## config.mk

```make
export PLATFORM = sky130hd
export DESIGN_NAME = data_port_arbiter
export DESIGN_NICKNAME = d
export VERILOG_FILES = /design/src/rtl/data_port_arbiter_pkg.sv /design/src/rtl/data_port_arbiter_rr_hold_arb.sv /design/src/rtl/data_port_arbiter.sv
export SDC_FILE = /design/constraint.sdc
export NUM_CORES = 1
export LEC_CHECK = 0
export CELL_PAD_IN_SITES_DETAIL_PLACEMENT = 1
export CELL_PAD_IN_SITES_GLOBAL_PLACEMENT = 2
export CORE_MARGIN = 4
export CORE_UTILIZATION = 17
export CTS_CLUSTER_DIAMETER = 200
export DETAILED_ROUTE_END_ITERATION = 10
export HOLD_SLACK_MARGIN = 0.06
export PLACE_DENSITY_LB_ADDON = 0.1
export SLEW_MARGIN = 20
export SYNTH_ARGS = -nofsm -noshare
export SYNTH_HDL_FRONTEND = slang
export SYNTH_SLANG_ARGS = --single-unit
```

## constraint.sdc

```tcl
create_clock -name clk -period 5.2 [get_ports clk]
set_input_delay 1.3 -clock clk [delete_from_list [all_inputs] [get_ports clk]]
set_output_delay 1.3 -clock clk [all_outputs]
set_load 0.05 [all_outputs]
```

## src/rtl/data_port_arbiter_pkg.sv

```systemverilog
// Shared definitions for the data-port arbiter and its neighbours (memory,
// pipeline MEM stage, loader).
package data_port_arbiter_pkg;

  // Default widths of the memory data port; the pipeline and the memory
  // use the same values.
  localparam int DEF_ADDR_W = 8;
  localparam int DEF_DATA_W = 8;

  // Last grantee of the data port. IDLE only exists between reset and the
  // first grant, and is treated as "CPU goes first" under contention.
  typedef enum logic [1:0] {
    OWN_IDLE = 2'd0,
    OWN_CPU  = 2'd1,
    OWN_LD   = 2'd2
  } owner_e;

  // One grant bit per requester. At most one bit is ever set.
  typedef struct packed {
    logic cpu;
    logic ld;
  } gnt_t;

endpackage : data_port_arbiter_pkg

```

## src/rtl/data_port_arbiter_rr_hold_arb.sv

```systemverilog
// Two-requester round-robin arbiter with a loader lock and a starvation
// guard. Holds the owner register and the saturating hold counter; the
// grant itself is combinational from the requests and this state.
module rr_hold_arb
  import data_port_arbiter_pkg::*;
#(
  parameter int MAX_HOLD = 4,
  parameter int CNT_W    = 8
) (
  input  logic             clk,
  input  logic             rst,
  input  logic             cpu_req,
  input  logic             ld_req,
  input  logic             ld_lock,
  output logic             cpu_gnt,
  output logic             ld_gnt,
  output owner_e           dbg_owner,
  output logic [CNT_W-1:0] dbg_hold_cnt
);

  localparam logic [CNT_W-1:0] HOLD_LIMIT = CNT_W'(MAX_HOLD);

  owner_e           owner_q;
  owner_e           owner_d;
  logic [CNT_W-1:0] hold_cnt_q;
  logic [CNT_W-1:0] hold_cnt_d;
  gnt_t             gnt;
  logic             hold_spent;

  // A locked loader has used up its contended-grant budget.
  assign hold_spent = (hold_cnt_q >= HOLD_LIMIT);

  // Owner and hold counter registers; reset returns to IDLE with no history.
  always_ff @(posedge clk or negedge rst) begin
    if (!rst) begin
      owner_q    <= OWN_IDLE;
      hold_cnt_q <= '0;
    end else begin
      owner_q    <= owner_d;
      hold_cnt_q <= hold_cnt_d;
    end
  end

  // Grant selection and next owner/hold counter.
  always_comb begin
    gnt        = '0;
    owner_d    = owner_q;
    hold_cnt_d = hold_cnt_q;

    // Grants are suppressed while reset is asserted so the memory port
    // stays quiet even if requesters keep asserting req.
    if (rst) begin
      if (cpu_req && !ld_req) begin
        gnt.cpu = 1'b1;
      end else if (ld_req && !cpu_req) begin
        gnt.ld = 1'b1;
      end else if (cpu_req && ld_req) begin
        if (owner_q == OWN_LD && ld_lock) begin
          // Locked loader keeps the port until its budget runs out,
          // then the CPU is forced in once.
          if (!hold_spent) begin
            gnt.ld = 1'b1;
          end else begin
            gnt.cpu = 1'b1;
          end
        end else if (owner_q == OWN_CPU) begin
          gnt.ld = 1'b1;
        end else begin
          // Owner LD without lock, or IDLE: CPU goes next.
          gnt.cpu = 1'b1;
        end
      end
    end

    if (gnt.cpu) begin
      owner_d    = OWN_CPU;
      hold_cnt_d = '0;
    end else if (gnt.ld) begin
      owner_d = OWN_LD;
      if (!cpu_req) begin
        hold_cnt_d = '0;
      end else if (hold_cnt_q != '1) begin
        hold_cnt_d = hold_cnt_q + 1'b1;
      end
    end
  end

  assign cpu_gnt      = gnt.cpu;
  assign ld_gnt       = gnt.ld;
  assign dbg_owner    = owner_q;
  assign dbg_hold_cnt = hold_cnt_q;

endmodule : rr_hold_arb

```

## src/rtl/data_port_arbiter.sv

```systemverilog
// Shares the single data port of the von Neumann memory between the
// pipeline MEM stage (CPU) and the program/debug loader (LD).
//
// Handshake: a requester raises req with we/addr/wdata and holds all of
// them stable until it sees gnt=1 in the same cycle; that cycle is the
// transfer. Writes complete in the grant cycle with no response. Reads
// return exactly one cycle later as a single-cycle rvalid pulse with rdata;
// rvalid cannot be back-pressured. rdata is 0 whenever rvalid is 0.
module data_port_arbiter
  import data_port_arbiter_pkg::*;
#(
  parameter int ADDR_W   = DEF_ADDR_W,
  parameter int DATA_W   = DEF_DATA_W,
  parameter int MAX_HOLD = 4,
  parameter int CNT_W    = 8
) (
  input  logic              clk,
  input  logic              rst,
  // CPU (MEM stage) side
  input  logic              cpu_req,
  input  logic              cpu_we,
  input  logic [ADDR_W-1:0] cpu_addr,
  input  logic [DATA_W-1:0] cpu_wdata,
  output logic              cpu_gnt,
  output logic              cpu_rvalid,
  output logic [DATA_W-1:0] cpu_rdata,
  output logic              cpu_stall,
  // Loader side
  input  logic              ld_req,
  input  logic              ld_lock,
  input  logic              ld_we,
  input  logic [ADDR_W-1:0] ld_addr,
  input  logic [DATA_W-1:0] ld_wdata,
  output logic              ld_gnt,
  output logic              ld_rvalid,
  output logic [DATA_W-1:0] ld_rdata,
  // Memory data port
  output logic [ADDR_W-1:0] mem_addr,
  output logic [DATA_W-1:0] mem_wdata,
  output logic              mem_wen,
  input  logic [DATA_W-1:0] mem_rdata
);

  owner_e           arb_owner;
  logic [CNT_W-1:0] arb_hold_cnt;

  logic rd_pend_cpu_q;
  logic rd_pend_cpu_d;
  logic rd_pend_ld_q;
  logic rd_pend_ld_d;

  rr_hold_arb #(
    .MAX_HOLD (MAX_HOLD),
    .CNT_W    (CNT_W)
  ) u_arb (
    .clk          (clk),
    .rst          (rst),
    .cpu_req      (cpu_req),
    .ld_req       (ld_req),
    .ld_lock      (ld_lock),
    .cpu_gnt      (cpu_gnt),
    .ld_gnt       (ld_gnt),
    .dbg_owner    (arb_owner),
    .dbg_hold_cnt (arb_hold_cnt)
  );

  // Memory port mux and read-pending tracking; quiet when nobody is granted.
  always_comb begin
    mem_addr  = '0;
    mem_wdata = '0;
    mem_wen   = 1'b0;
    if (cpu_gnt) begin
      mem_addr  = cpu_addr;
      mem_wdata = cpu_wdata;
      mem_wen   = cpu_we;
    end else if (ld_gnt) begin
      mem_addr  = ld_addr;
      mem_wdata = ld_wdata;
      mem_wen   = ld_we;
    end
    rd_pend_cpu_d = cpu_gnt & ~cpu_we;
    rd_pend_ld_d  = ld_gnt & ~ld_we;
  end

  // Read-pending flags mark the cycle the memory's registered read data
  // belongs to each requester. Reset drops any read in flight.
  always_ff @(posedge clk or negedge rst) begin
    if (!rst) begin
      rd_pend_cpu_q <= 1'b0;
      rd_pend_ld_q  <= 1'b0;
    end else begin
      rd_pend_cpu_q <= rd_pend_cpu_d;
      rd_pend_ld_q  <= rd_pend_ld_d;
    end
  end

  assign cpu_rvalid = rd_pend_cpu_q;
  assign ld_rvalid  = rd_pend_ld_q;
  assign cpu_rdata  = rd_pend_cpu_q ? mem_rdata : '0;
  assign ld_rdata   = rd_pend_ld_q  ? mem_rdata : '0;
  assign cpu_stall  = cpu_req & ~cpu_gnt;

  // Structural invariants of the arbiter state.
  a_one_hot_gnt : assert property (@(posedge clk) disable iff (!rst)
    !(cpu_gnt && ld_gnt));
  a_hold_bounded : assert property (@(posedge clk) disable iff (!rst)
    arb_hold_cnt <= CNT_W'(MAX_HOLD));
  a_idle_no_hold : assert property (@(posedge clk) disable iff (!rst)
    (arb_owner != OWN_IDLE) || (arb_hold_cnt == '0));

endmodule : data_port_arbiter
```

[After elaboration in Yosys (flattened, before gate mapping)]
Cells that the tools add are included.
Operators by class
  add/sub/neg operators: 1
  $mul: 0
  div/mod/pow operators: 0
  magnitude comparators: 1
  equality and inequality tests: 4
  shift operators: 0
  multiplexer cells: 25
  bitwise gates (word level): 6
  reduce and logical (&&, ||, !) cells: 8
Operators by type and width (count)
  $mux 8: 10
  $mux 1: 10
  $mux 2: 5
  $add 8x1->8 const B: 1
  $ge 8x3->1 const B: 1
  $ne 8x8->1 const B: 1
  $logic_and 1x1->1: 4
  $and 1x1->1: 3
  $ne 3x1->1 const B: 1
  $not 1->1: 3
  $eq 2x1->1 const B: 1
  $eq 2x2->1 const B: 1
  $logic_not 1->1: 2
  $reduce_and 2->1: 1
  $reduce_bool 2->1: 1
Storage, ports and cells
  register bits: 12
  latch bits: 0
  bits in writable memories: 0
  bits in read-only memories: 0
  input bits: 47
  output and inout bits: 38
  word-level logic and storage cells: 49
  memories kept: 0

[Depth between registers and ports, before layout]
Gate-level depths: netlist of the first run.
  depth in word-level cells: 9
  depth in mapped cells: 5
  depth with buffers taken out: 5

[Hierarchy]
A second synthesis of the first run with hierarchy kept.
Unflattened totals
  cell total of the unflattened synthesis: 110
  area total of the unflattened synthesis: 967.2 µm²
Modules (own cells, without submodules)
  rr_hold_arb: times used 1, cells an instance 65, area each 599.3 µm², sequential area each 250.2 µm²
  data_port_arbiter: times used 1, cells an instance 45, area each 367.9 µm², sequential area each 50.0 µm²

[Worst setup path before layout of the first run]
No wires, ideal clock.
  path type: input port to output port
  from: input port ld_req
  to: output port mem_wen
  arrival: 3109 ps
  setup slack: 791 ps
  stages on the path: 5
  cells stage by stage: or4b_1 o31ai_4 buf_4 o21ai_0 a21oi_1
On the way
  word-level cells in the longest chain between the ends: 7
  elaborated cells on any way between the ends: 12
  those cells by class: 8 x mux; 4 x reduce/logical
Ends and longest elaborated chain
  start: declaration: line data_port_arbiter.sv:29  | input logic ld_req,
  $logic_and 1x1->1: line data_port_arbiter_rr_hold_arb.sv:57  | end else if (cpu_req && ld_req) begin
  $mux 2: line data_port_arbiter_rr_hold_arb.sv:57
  $mux 1: line data_port_arbiter_rr_hold_arb.sv:55  | end else if (ld_req && !cpu_req) begin
  $mux 1: line data_port_arbiter_rr_hold_arb.sv:53  | if (cpu_req && !ld_req) begin
  $mux 2 (*): line data_port_arbiter_rr_hold_arb.sv:52  | if (rst) begin
  $mux 1: line data_port_arbiter.sv:76  | end else if (ld_gnt) begin
  $mux 1 (*): line data_port_arbiter.sv:72  | if (cpu_gnt) begin
  end: declaration: line data_port_arbiter.sv:40  | output logic mem_wen,
Every way passes the cells marked *; elsewhere a longest branch is shown, timed or not.

[Worst setup path in the final report of the first run]
  from: input port ld_req
  to: output port mem_wdata[2]
On the way
  word-level cells in the longest chain between the ends: 7
  elaborated cells on any way between the ends: 12
  those cells by class: 8 x mux; 4 x reduce/logical
Ends and longest elaborated chain
  $logic_and 1x1->1: line data_port_arbiter_rr_hold_arb.sv:57
  $mux 2: line data_port_arbiter_rr_hold_arb.sv:57
  $mux 1: line data_port_arbiter_rr_hold_arb.sv:55
  $mux 1: line data_port_arbiter_rr_hold_arb.sv:53
  $mux 2 (*): line data_port_arbiter_rr_hold_arb.sv:52
  $mux 8: line data_port_arbiter.sv:76
  $mux 8 (*): line data_port_arbiter.sv:72
  end: declaration: line data_port_arbiter.sv:39  | output logic [DATA_W-1:0] mem_wdata,
Marked as above.

==> qor.csv, run 1 <==
stage;metric;value;unit
outcome;status;complete, no violations;
worst_hold_path;holdPathStages;1;
logic_synthesis;synth-xor-area-share;0;
cells_and_area;area_growth;121;%
drt;firstDrtPassIters;4;
place;gp_congestion;0.821;
clock_network;cts_resized;0;
logic_synthesis;synth-warning-count;0;
logic_synthesis;synth_top_area_cell;dfrtp_1;
floorplan;io_pins;85;
logic_synthesis;syn_area;982;µm²
global_routing;grt_pass1_vias;1351;
floorplan;row_count;27;
logic_synthesis;synth-seq-cells;12;
logic_synthesis;synth-compound-area-share;0.327;
place;dp_cells;269;
clock_network;cts_hold_buf;0;
logic_synthesis;post_synth_fa_ha_maj_area_fraction;0.0255;
timing;post-route-min-period;4.79;ns
global_routing;gr-usage-all-layers;0.131;
pwr;cellLeakagePower;0.853;nW
pwr;p_total;496;µW
worst_setup_path;end_kind;output pin;
drt;remaining_drc_errors;0;
timing;maxSlewHeadroom;0.484;
logic_synthesis;synth_top_family_by_area;compound AO/OA/AOI/OAI gates;
timing;worst_slew_pin_slew;0.765;ns
clock_network;cts-root-buf;clkbuf_8;
floorplan;die_h;84.0;µm
place;port_buffers;84;
drt;drtIter0Drc;40;
timing;grt_setup_unrepaired;false;
timing;finalSetupViolations;0;
logic_synthesis;yosysTopAreaCellShare;0.306;
worst_hold_path;min_to;u_arb.dbg_owner[1]$_DFFE_PN0P_;
logic_synthesis;ys_seq_area_frac;0.306;
logic_synthesis;synth_fp_nets;162;
drt;vias;1254;
clock_network;h-tree-depth;1;
logic_synthesis;synth_area_per_cell;8.69;µm²
timing;setup_tns;0;ns
drt;routed_wl;4610;µm
worst_setup_path;rr_startpoint;u_arb.dbg_hold_cnt[3]$_DFFE_PN0P_;
global_routing;grt_pass1_wl;7330;µm
logic_synthesis;yosys-top-cells-count;a22o_1, and2_1, dfrtp_1;
worst_hold_path;hold_class;flop to flop;
global_routing;gr-total-overflow;0;
pwr;ir_worst_vdd;0.0929;mV
worst_hold_path;hp-start;u_arb.dbg_owner[1]$_DFFE_PN0P_;
clock_network;path_clk_slew;0.06;ns
logic_synthesis;ys.flop_type;dfrtp_1;
logic_synthesis;synth.area.top_cells;dfrtp_1, a22o_1, and2_1;
cells_and_area;drive_above_1_share;0.164;
floorplan;start_util;0.177;
place;dp_hpwl;3960;µm
worst_setup_path;r2r_slack;2.93;ns
worst_setup_path;crit_path_max_fanout;10;
clock_network;clock_latency;0.25;ns
drt;ant_nets;0;
floorplan;die_w;84.0;µm
timing;drv_slew;0;
timing;clock_skew;0.00123;ns
logic_synthesis;synth_edf_count;0;
timing;post-route-period-util;0.920;
logic_synthesis;synth.distinct_cells;34;
logic_synthesis;synthMuxAreaShare;0.0102;
global_routing;grt_max_degree;18;
cells_and_area;finalNonFillerCells;273;
worst_setup_path;critPathTopFamily;buffers and inverters;
timing;hold_violations;0;
clock_network;cts_buffers;3;
pwr;power.density;229;nW/µm²
global_routing;antenna_found_initial;0;
worst_setup_path;crit_type;input pin to output pin;
worst_setup_path;slowest_stage;clkdlybuf4s50_1;
timing;fmax;0.209;GHz
floorplan;core;5540;µm²
drt;vias_per_cell;4.59;
worst_setup_path;path_buf_inv;3;
worst_setup_path;r2r-end;u_arb.dbg_hold_cnt[4]$_DFFE_PN0P_;
worst_setup_path;cpPeakStageDelay;0.53;ns
clock_network;cts_setup_buffers;0;
worst_setup_path;startpoint_type;input pin;
worst_setup_path;reg2regPathDepth;5;
cells_and_area;fin_util;0.391;
timing;whs;0.499;ns
clock_network;cts_tree;built;
cells_and_area;fin_nets;251;
worst_setup_path;crit_arrival;3.49;ns
worst_setup_path;path_cells;clkdlybuf4s50_1 -> or4b_1 -> o31ai_4 -> o21a_1 -> buf_4 -> a22o_1 -> buf_12;
drt;drt-wirelength-per-cell;16.9;µm
floorplan;dieArea;7060;µm²
clock_network;clk_path_buf_depth;2;
worst_setup_path;cp.required;3.90;ns
logic_synthesis;synthArstFlopShare;1.00;
cells_and_area;antenna_cells;0;
job;max_cap_viol_count;0;
logic_synthesis;syn-instance-count;113;
logic_synthesis;yosys.area_share.simple;0.274;
clock_network;cts.sinks;12;
worst register-to-register path: stages (launching register included):
cell,delay (ns)
dfrtp_1,0.46
or4_4,0.55
o31ai_4,0.43
buf_4,0.23
nand4b_1,0.20
o311ai_2,0.30
flip-flops by register name, indices dropped and copies added, names as in the netlist:
name	count
u_arb.dbg_hold_cnt	8
ld_rvalid	1
cpu_rvalid	1
u_arb.dbg_owner	2
layer usage:
layer | wire length (µm) | vias to the layer above | global-route usage
met3 | 201 | 4 | 0.0267
li1 | - | 602 | -
met5 | 0 | - | 0
met1 | 1650 | 606 | 0.136
met2 | 2720 | 42 | 0.270
met4 | 38 | 0 | 0.0146
per-stage QoR:
stage          instance area (µm²)  setup slack (ns)
6_report                      2170             0.414
5_1_grt                       2170             0.282
4_1_cts                       2170             0.405
3_5_place_dp                  2110             0.422
3_3_place_gp                  2110             0.488
2_1_floorplan                  982             0.791
cells in the final DEF (no fill, tap or decap), drive strengths merged, types with 3 or more instances in the layout:
cell and count:
a21oi 5, a22o 16, and2 16, buf 25, clkbuf 4, clkdlybuf4s50 64
dfrtp 12, inv 5, nand2 9, nand3 4, nor2 7, o211ai 3
o21ai 3, o311ai 3
how the worst max path moves through the flow:
stage / from / to / slack [ns] / cells after the start
floorplan: ld_req / mem_wen / 0.79 / 5
global placement: ld_req / mem_wdata[1] / 0.49 / 7
detailed placement: ld_req / mem_wdata[2] / 0.42 / 7
CTS: ld_req / mem_wdata[2] / 0.41 / 7
global route: ld_req / mem_wdata[7] / 0.28 / 7
finish: ld_req / mem_wdata[2] / 0.41 / 7
cell type report:
class	instances	area, µm²
Multi-Input combinational cell	91	626
Sequential cell	12	300
Inverter	5	18.8
Fill cell	640	3370
Timing Repair Buffer	89	1080
Clock buffer	4	55.1
Tap cell	72	90.1
logic make-up (layout without fill, tap and decap cells):
logic type      after synthesis  in the layout
compound gates               40             40
fa+ha+maj                     2              2
buf+inv                      10             98
flops                        12             12
mux                           1              1
simple gates                 48             48
report_power, final:
| part | switching [mW] | internal (mW) |
|---|---|---|
| Sequential | 0.00644 | 0.100 |
| Combinational | 0.147 | 0.136 |
| Clock | 0.0386 | 0.0671 |
| Total | 0.192 | 0.303 |
Note: power is estimated with default switching activity, not from simulation.
==> run 2, diff against run 1 <==
Settings changed: CAP_MARGIN from default to 10, CORE_ASPECT_RATIO from default to 1.4, SKIP_CTS_REPAIR_TIMING from default to 1.
==> run 2 against run 1 <==
Final cell count fell by 1.8%. Utilization decreased by 0.51 points. Highest routed layer unchanged. Clock power decreased by 19%. Hold slack improved by 0.018 ns. Non-clock buffer count is the same. Die area is 0.24% higher. Combinational power about the same. Global-route usage increased by 0.053 points.
==> qor.csv, run 2 (same netlist as run 1, synthesis figures left out) <==
stage;metric;value;unit;change
timing;post-route-period-util;0.914;;was 0.920
cells_and_area;fillCellCount;632;;was 640
timing;fmax;0.210;GHz;was 0.209 GHz
cells_and_area;regArea;300;µm²;unchanged
global_routing;grt_pass1_vias;1477;;was 1351
timing;finalSetupViolations;0;;unchanged
clock_network;clk_path_buf_depth;2;;unchanged
place;dp_hpwl;3720;µm;was 3960 µm
pwr;p_seq_frac;0.226;;was 0.215
worst_hold_path;hold_class;flop to flop;;unchanged
timing;maxSlewHeadroom;0.525;;was 0.484
clock_network;cts_buffers;3;;unchanged
floorplan;die_w;72.2;µm;was 84.0 µm
clock_network;clock_latency;0.25;ns;about the same
clock_network;cts.sinks;12;;unchanged
global_routing;antenna_found_initial;0;;unchanged
worst_setup_path;crit_path_max_fanout;12;;was 10
worst_setup_path;end_kind;output pin;;unchanged
pwr;clock_power_share;0.180;;was 0.213
place;port_buffers;84;;unchanged
worst_setup_path;path_cells;clkdlybuf4s50_1 -> or4b_1 -> o31ai_4 -> o21a_1 -> buf_4 -> a22o_1 -> buf_12;;unchanged
worst_setup_path;path_buf_inv;3;;unchanged
drt;vias;1300;;was 1254
timing;clock_skew;0.00509;ns;was 0.00123 ns
clock_network;h-tree-depth;1;;unchanged
pwr;power.density;222;nW/µm²;was 229 nW/µm²
timing;post-route-min-period;4.75;ns;was 4.79 ns
clock_network;cts-root-buf;clkbuf_8;;unchanged
cells_and_area;final_common_cell;clkdlybuf4s50_1;;unchanged
worst_setup_path;rr_startpoint;u_arb.dbg_hold_cnt[5]$_DFFE_PN0P_;;was u_arb.dbg_hold_cnt[3]$_DFFE_PN0P_
pwr;switching_power;189;µW;was 192 µW
worst_setup_path;crit_type;input pin to output pin;;unchanged
pwr;power_switching_share;0.396;;was 0.388
cells_and_area;drive_above_1_share;0.160;;was 0.164
worst_setup_path;critPathTopFamily;buffers and inverters;;unchanged
cells_and_area;fin_util;0.386;;was 0.391
worst_setup_path;slowest_stage;clkdlybuf4s50_1;;unchanged
place;dp_slack;0.441;ns;was 0.422 ns
global_routing;grt_pass1_wl;7440;µm;was 7330 µm
worst_setup_path;cp.required;3.90;ns;about the same
place;gp_congestion;0.764;;was 0.821
drt;drtIter0Drc;74;;was 40
cells_and_area;fin_nets;251;;unchanged
worst_hold_path;hp-start;u_arb.dbg_owner[1]$_DFFE_PN0P_;;unchanged
timing;hold_violations;0;;unchanged
global_routing;gr-total-overflow;0;;unchanged
pwr;power_frac_comb;0.594;;was 0.572
pwr;p_total;476;µW;was 496 µW
cells_and_area;largest_reg_flops;8;;unchanged
timing;setup_ws;0.446;ns;was 0.414 ns
worst_setup_path;cpPeakStageDelay;0.53;ns;about the same
cells_and_area;multiInputGateArea;626;µm²;unchanged
cells_and_area;finalNonFillerCells;268;;was 273
drt;vias_per_cell;4.85;;was 4.59
cells_and_area;area_growth;119;%;was 121%
floorplan;core;5570;µm²;was 5540 µm²
worst_setup_path;startpoint;ld_req;;unchanged
drt;firstDrtPassIters;4;;unchanged
clock_network;path_clk_slew;0.05;ns;was 0.06 ns
pwr;internal_power;288;µW;was 303 µW
floorplan;io_pins;85;;unchanged
cells_and_area;mostFrequentLayoutCells;clkdlybuf4s50_1, buf_12, and2_1, a22o_1, dfrtp_1;;unchanged
drt;ant_nets;0;;unchanged
pwr;cellLeakagePower;0.846;nW;was 0.853 nW
clock_network;cts_tree;built;;unchanged
pwr;ir_worst_vdd;0.106;mV;was 0.0929 mV
job;max_cap_viol_count;0;;unchanged
floorplan;start_util;0.176;;was 0.177
floorplan;dieArea;7070;µm²;was 7060 µm²
timing;setup_tns;0;ns;unchanged
place;dp_cells;265;;was 269
timing;drv_slew;0;;unchanged
global_routing;gr-usage-all-layers;0.131;;about the same
drt;routed_wl;4350;µm;was 4610 µm
drt;drt-wirelength-per-cell;16.2;µm;was 16.9 µm
floorplan;row_count;32;;was 27
worst_setup_path;crit_arrival;3.45;ns;was 3.49 ns
timing;grt_setup_unrepaired;false;;unchanged
global_routing;grt_max_degree;18;;unchanged
floorplan;die_h;97.9;µm;was 84.0 µm
outcome;status;complete, no violations;;unchanged
timing;worst_slew_pin_slew;0.706;ns;was 0.765 ns
drt;remaining_drc_errors;0;;unchanged
cells_and_area;antenna_cells;0;;unchanged
worst_setup_path;startpoint_type;input pin;;unchanged
-- run 2: cell count changes in the layout (fill, tap and decap cells not counted), sizes merged --
cell,before,now
clkbuf,4,3
-- run 2: worst register-to-register path, stage by stage, from the launching register on --
cell	delay (ns)
dfrtp_1	0.44
or4_4	0.57
o31ai_4	0.42
buf_4	0.24
nand4b_1	0.18
o311ai_2	0.29
-- run 2: path summary, 6_finish.rpt --
path / end / slack, ns / depth (start not counted)
min in group asynchronous: u_arb.dbg_owner[1]$_DFFE_PN0P_ / 1.42 / 2
worst max-delay path: mem_wdata[3] / 0.45 / 7
worst min register to register: u_arb.dbg_owner[1]$_DFFE_PN0P_ / 0.52 / 1
worst min-delay path: u_arb.dbg_owner[1]$_DFFE_PN0P_ / 0.52 / 1
worst max register to register: u_arb.dbg_hold_cnt[4]$_DFFE_PN0P_ / 2.97 / 5
max in group asynchronous: ld_rvalid$_DFF_PN0_ / 3.60 / 2
-- run 2: power groups by stage --
stage	sequential, mW	combinational, mW	clock [mW]
5_1_grt	0.109	0.298	0.0940
6_report	0.107	0.283	0.0859
4_1_cts	0.108	0.287	0.0886
3_3_place_gp	0.109	0.283	0
2_1_floorplan	0.110	0.140	0
3_5_place_dp	0.110	0.286	0
-- run 2: per-stage QoR --
stage	hold slack, ns	instance area (µm²)
6_report	0.516	2150
5_1_grt	0.550	2150
4_1_cts	0.531	2150
3_5_place_dp	0.521	2110
3_3_place_gp	0.509	2110
2_1_floorplan	0.463	982
-- run 2: routing by layer --
layer / up-vias / GRT usage / part of all wire
met5: - / 0 / 0
met4: 0 / 0.0535 / 0.025
met3: 10 / 0.0721 / 0.13
met2: 71 / 0.215 / 0.50
met1: 619 / 0.137 / 0.35
li1: 600 / - / -
-- run 2: area by class of cell --
cell class                 instances  area share
timing repair buffer              89       0.502
multi-input combinational         91       0.291
sequential                        12       0.140
tap                               68      0.0396
clock buffer                       3      0.0192
inverter                           5     0.00873
